===== src/rtl/alu_share_arbiter.sv =====
// Round-robin arbiter sharing one external combinational ALU between two requesters.
// Define ALU_ARB_FIXED_PRIO_EN to make requester 0 win every tie instead.
module alu_share_arbiter #(
    parameter int WIDTH = 32,
    parameter int OPW   = 3
) (
    input  logic             clk,
    input  logic             rst,
    input  logic             req0_valid,
    output logic             req0_ready,
    input  logic [WIDTH-1:0] req0_a,
    input  logic [WIDTH-1:0] req0_b,
    input  logic [OPW-1:0]   req0_op,
    input  logic             req1_valid,
    output logic             req1_ready,
    input  logic [WIDTH-1:0] req1_a,
    input  logic [WIDTH-1:0] req1_b,
    input  logic [OPW-1:0]   req1_op,
    output logic             resp_valid,
    input  logic             resp_ready,
    output logic             resp_id,
    output logic [WIDTH-1:0] resp_result,
    output logic             resp_zero,
    output logic [WIDTH-1:0] alu_a,
    output logic [WIDTH-1:0] alu_b,
    output logic [OPW-1:0]   alu_op,
    input  logic [WIDTH-1:0] alu_result,
    input  logic             alu_zero
);

    localparam logic [1:0] S_IDLE = 2'd0;
    localparam logic [1:0] S_EXEC = 2'd1;
    localparam logic [1:0] S_RESP = 2'd2;

    logic [1:0]       r_state;
    logic             r_last_grant;
    logic [WIDTH-1:0] r_a;
    logic [WIDTH-1:0] r_b;
    logic [OPW-1:0]   r_op;
    logic             r_id;
    logic             r_resp_id;
    logic [WIDTH-1:0] r_resp_result;
    logic             r_resp_zero;

    logic w_idle;
    logic w_tie_winner;
    logic w_grant;
    logic w_hs;

    assign w_idle = (r_state == S_IDLE);

`ifdef ALU_ARB_FIXED_PRIO_EN
    assign w_tie_winner = 1'b0;
`else
    assign w_tie_winner = ~r_last_grant;
`endif

    // With a single valid requester the grant simply follows req1_valid.
    always_comb begin
        w_grant = req1_valid;
        if (req0_valid && req1_valid) begin
            w_grant = w_tie_winner;
        end
    end

    assign req0_ready = !rst && w_idle && req0_valid && !w_grant;
    assign req1_ready = !rst && w_idle && req1_valid && w_grant;
    assign w_hs       = req0_ready || req1_ready;

    always_ff @(posedge clk) begin
        if (rst) begin
            r_state       <= S_IDLE;
            r_last_grant  <= 1'b1;
            r_a           <= '0;
            r_b           <= '0;
            r_op          <= '0;
            r_id          <= 1'b0;
            r_resp_id     <= 1'b0;
            r_resp_result <= '0;
            r_resp_zero   <= 1'b0;
        end else begin
            case (r_state)
                S_IDLE: begin
                    if (w_hs) begin
                        r_a     <= w_grant ? req1_a  : req0_a;
                        r_b     <= w_grant ? req1_b  : req0_b;
                        r_op    <= w_grant ? req1_op : req0_op;
                        r_id    <= w_grant;
`ifndef ALU_ARB_FIXED_PRIO_EN
                        r_last_grant <= w_grant;
`endif
                        r_state <= S_EXEC;
                    end
                end
                S_EXEC: begin
                    r_resp_result <= alu_result;
                    r_resp_zero   <= alu_zero;
                    r_resp_id     <= r_id;
                    r_state       <= S_RESP;
                end
                S_RESP: begin
                    if (resp_ready) begin
                        r_state <= S_IDLE;
                    end
                end
                default: r_state <= S_IDLE;
            endcase
        end
    end

    assign alu_a       = r_a;
    assign alu_b       = r_b;
    assign alu_op      = r_op;
    assign resp_valid  = (r_state == S_RESP);
    assign resp_id     = r_resp_id;
    assign resp_result = r_resp_result;
    assign resp_zero   = r_resp_zero;

endmodule


===== config.mk =====
export PLATFORM = sky130hd
export DESIGN_NAME = alu_share_arbiter
export DESIGN_NICKNAME = d
export VERILOG_FILES = /design/src/rtl/alu_share_arbiter.sv
export SDC_FILE = /design/constraint.sdc
export NUM_CORES = 1
export LEC_CHECK = 0
export BUFFER_PORTS_ARGS = -buffer_cell sky130_fd_sc_hd__buf_2
export CAP_MARGIN = 25
export CORE_AREA = 2 2 106 108
export CTS_CLUSTER_DIAMETER = 80
export DETAILED_ROUTE_END_ITERATION = 7
export DIE_AREA = 0 0 108 110
export GPL_ROUTABILITY_DRIVEN = 0
export PLACE_DENSITY_LB_ADDON = 0.25
export SLEW_MARGIN = 5
export SYNTH_ARGS = -nofsm -noshare
export SYNTH_HDL_FRONTEND = slang
export SYNTH_SLANG_ARGS = --single-unit

===== constraint.sdc =====
create_clock -name clk -period 1.7 [get_ports clk]
set_input_delay 0.255 -clock clk [delete_from_list [all_inputs] [get_ports clk]]
set_output_delay 0.255 -clock clk [all_outputs]
set_load 0.005 [all_outputs]

* After elaboration in Yosys (flattened, before gate mapping)
Cells that the tools add are included.
Word-level totals: register bits after elaboration 105, bits of input ports 172, output and inout port bits 104, logic and storage cells 33
Operators by class: eq/ne operators 4, mux-type cells 7, bitwise operators 1, reduce and logical (&&, ||, !) cells 12
Operator list (number):
- $mux 32 | 2
- $logic_and 1x1->1 | 6
- $pmux 2 s3 | 1
- $mux 2 | 2
- $ne 2x1->1 const B | 2
- $reduce_and 2->1 | 2
- $mux 3 | 1
- $eq 2x1->1 const B | 1
- $eq 2x2->1 const B | 1
- $logic_not 1->1 | 2
- $logic_not 2->1 | 1
- $logic_or 1x1->1 | 1
- $mux 1 | 1
- $not 1->1 | 1

* Depth between registers and ports, before layout
word-level depth 7, mapped depth 6, mapped depth without buffers 3

* Worst setup path before layout
OpenSTA, ideal clock, no wires.
kind register to register, start reg r_state[1], end reg r_a[0] (netlist: alu_a[0]), setup time 72 ps, arrival time 1245 ps, required time 1628 ps, path slack 384 ps, cell stages (with the launch flop) 7, buffers on the path 3, clock period less this slack 1316 ps, cell sequence dfxtp_1 > nor3_2 > and2b_1 > buf_6 > buf_6 > buf_8 > mux2i_1
Between the ends: word-level cells in the longest chain between the ends 6, elaborated cells on any way between the ends 8
RTL lines:
- start: declaration | line 35 | logic [1:0] r_state;
- start signal: assignment | line 72 | r_state <= S_IDLE;
- start signal: assignment | line 92 | r_state <= S_EXEC;
- start signal: assignment | line 99 | r_state <= S_RESP;
- $logic_not 2->1 * | line 50, 82
- $logic_and 1x1->1 | line 66, 67
- $logic_and 1x1->1, on equally long branches (2 in series) | line 66, 67
- $logic_or 1x1->1 | line 68 | assign w_hs = req0_ready || req1_ready;
- $reduce_and 2->1 (no line) *
- end signal: assignment | line 85 | r_a <= w_grant ? req1_a : req0_a;
- end: declaration | line 37 | logic [WIDTH-1:0] r_a;
Every way passes the cells marked *; elsewhere a longest branch is shown, timed or not. A chain may end at the register's enable or synchronous reset.

* Worst setup path after layout
start reg r_state[0], end reg r_b[9] (netlist: alu_b[9])
Between the ends: word-level cells in the longest chain between the ends 6, elaborated cells on any way between the ends 8
RTL lines:
- $logic_not 2->1 * | line 50, 82
- $logic_and 1x1->1 | line 66, 67
- $logic_and 1x1->1, on equally long branches (2 in series) | line 66, 67
- $logic_or 1x1->1 | line 68
- $reduce_and 2->1 (no line) *
- end signal: assignment | line 86 | r_b <= w_grant ? req1_b : req0_b;
- end: declaration | line 38 | logic [WIDTH-1:0] r_b;
Marks and branches as above.

==> impl_metrics.yaml <==
status:
  status: "finished, final reports clean"
logic_synthesis:
  async_flop_share_pct: 0
  synth_cell_type_count: 18
  yosys-top-cells-count: "mux2i_1 (134), dfxtp_1 (105), nand2_1 (71), nand2b_1 (69), a21oi_1 (36)"
  synth_area_sq_um: 4620
  ys_seq_elements: 105
  synth_edf_count: 0
  yosysTopAreaCell: "dfxtp_1"
  ys_top_cells_by_area: "dfxtp_1 (46%), mux2i_1 (29%), nand2b_1 (9.4%)"
  syn_avg_cell_area_sq_um: 9.99
  ys_warn_count: 0
  syn-num-nets: 634
  ys.flop_type: "dfxtp_1"
  synthMostInstantiatedCell: "mux2i_1"
  ys_seq_area_share_pct: 45.5
  synth_cells: 462
  synth_top_area_share_pct: 45.5
job:
  maxCapViolations: 0
routing:
  drt-total-wl_um: 12400
  wl_per_cell_um: 14.2
  ant_nets: 0
  via_count: 4123
  drcViolationCount: 0
  drtPass1Iterations: 4
  drt_iter0_drc: 130
  via_per_inst: 4.73
layout:
  utilization_pct: 59.4
  drive_gt1_share_pct: 42.2
  stdcell_area_sq_um: 6360
  n_antenna_cell: 0
  area_delta_synth_final_pct: 37.7
  finalNonFillerCells: 872
  nNetsFinal: 899
worst_setup_path:
  crit_path_start_kind: "flip-flop"
  arrival_ns: 1.82
  crit_path_end_kind: "flip-flop"
  r2r_start: "r_state[0]"
  cp_max_fo: 24
  rr_endpoint: "alu_b[9]"
  crit_type: "flip-flop to flip-flop"
  rr_worst_depth: 4
  worstPathRequired_ns: 1.98
  r2r_slack_ns: 0.16
clock_network:
  clock_tree.root_cell: "clkbuf_8"
  cts_buffer_depth: 2
  htreeDepth: 3
  cts_inserted_buffers: 9
  cts_tree: "yes"
  clock_sinks: 105
  path_clk_slew_ns: 0.10
  clock_latency_ns: 0.36
  post_cts_resized: 0
floorplan:
  rows: 38
  dieArea_sq_um: 11900
  fp.dieH_um: 110
  core-area_sq_um: 10700
  start_util_pct: 43.1
  fp.dieW_um: 108
  io_pins: 276
global_route:
  grtUsageTotal_pct: 19.4
  grt_pass1_wl_um: 18100
  grt_pass1_vias: 3904
  grt_max_degree: 106
  grt_antenna_before_repair: 0
  grt_overflow_total: 0
timing:
  slew_viol_final: 0
  finalHoldViolations: 0
  relSlewSlack_pct: 74.2
  min_period_over_period_pct: 90.8
  period_minus_slack_ns: 1.54
  finClkSkew_ns: 0.00943
  worst_pin_slew_ns: 0.387
  grt_setup_unrepaired: "no"
  tns_ns: 0
  finalSetupViolations: 0
  fmax_mhz: 648
hold_path:
  holdPathStages: 3
  hold_class: "primary input to flip-flop"
  worstHoldStart: "alu_result[12]"
  hold_path_end: "resp_result[12]"
placement:
  hpwl_um: 9350
  io_buffers: 275
  postPlaceCellArea_sq_um: 6130
  dp.cells: 853
power_and_ir_drop:
  power_density_nw_per_um2: 876
  p_leak_nw: 3.09
  ir_drop_uv: 427
state kept, by name, indices dropped and copies added, names as in the netlist:
| signal | count |
|---|---|
| alu_a | 32 |
| resp_result | 32 |
| alu_b | 32 |
| r_id | 1 |
| resp_zero | 1 |
| r_last_grant | 1 |
| resp_id | 1 |
| alu_op | 3 |
| r_state | 2 |
stage by stage:
stage               setup slack (ns)  hold WS, ns  power [mW]
global placement               0.268        0.439        4.14
CTS                           0.0318        0.100        5.64
floorplan                      0.384        0.391        3.57
finish                         0.156        0.117        5.57
global route                  0.0511        0.104        5.87
detailed placement             0.184        0.446        4.19
what timing repair did:
action	in CTS	in global routing
setup endpoints to repair	2	1
pin swaps	1	0
endpoints found under the hold margin	0	0
cloned	1	0
setup buffers	1	1
hold buffers	0	0
report_power, final:
group	leakage [nW]	internal [mW]	total, mW	switching, mW
Combinational	2.13	0.684	1.27	0.588
Clock	0.0911	0.606	1.44	0.833
Sequential	0.866	2.72	2.86	0.134
Total	3.09	4.01	5.57	1.55
cell usage in the layout (no fill, tap or decap), drive strengths merged, types with 2 or more instances in the layout:
| cell | netlist | final |
|---|---|---|
| nor2 | 3 | 3 |
| mux2i | 134 | 134 |
| a21oi | 36 | 36 |
| clkinvlp | 0 | 2 |
| clkinv | 0 | 3 |
| nand2 | 71 | 71 |
| nor2b | 3 | 3 |
| dfxtp | 105 | 105 |
| nand2b | 69 | 69 |
| buf | 22 | 288 |
| clkbuf | 13 | 11 |
worst max-delay path by stage:
stage	from	to
after global placement	req0_valid	alu_b[9]
after global routing	r_state[0]	req0_ready
final	r_state[0]	alu_b[9]
after detailed placement	rst	alu_b[9]
after CTS	r_last_grant	req1_ready
after floorplan	r_state[1]	alu_a[0]
per-layer routing:
metal | share of wire, % | GRT usage, %
met1 | 39 | 21.5
met2 | 50 | 35.0
met3 | 9.0 | 5.23
met4 | 2.0 | 8.24
met5 | 0 | 0
worst max-delay path, stage by stage, from the launching register on:
cell and delay, ns:
dfxtp_1 0.37, nor3_2 0.25, and2b_4 0.34, buf_12 0.24
mux2i_1 0.25
area by class of cell:
type / count / area, sq um
Fill cell: 952 / 4340
Multi-Input combinational cell: 322 / 2320
Sequential cell: 105 / 2100
Timing Repair Buffer: 289 / 1580
Tap cell: 140 / 175
Clock buffer: 11 / 151
Clock inverter: 5 / 30.0
cell families after synthesis:
logic type,Yosys count,share of synthesized area [%]
compound gates,39,4.47
buf+inv,35,4.64
flops,105,45.5
mux,134,29.1
simple gates,149,16.3
Power figures use the tool's default switching activity.
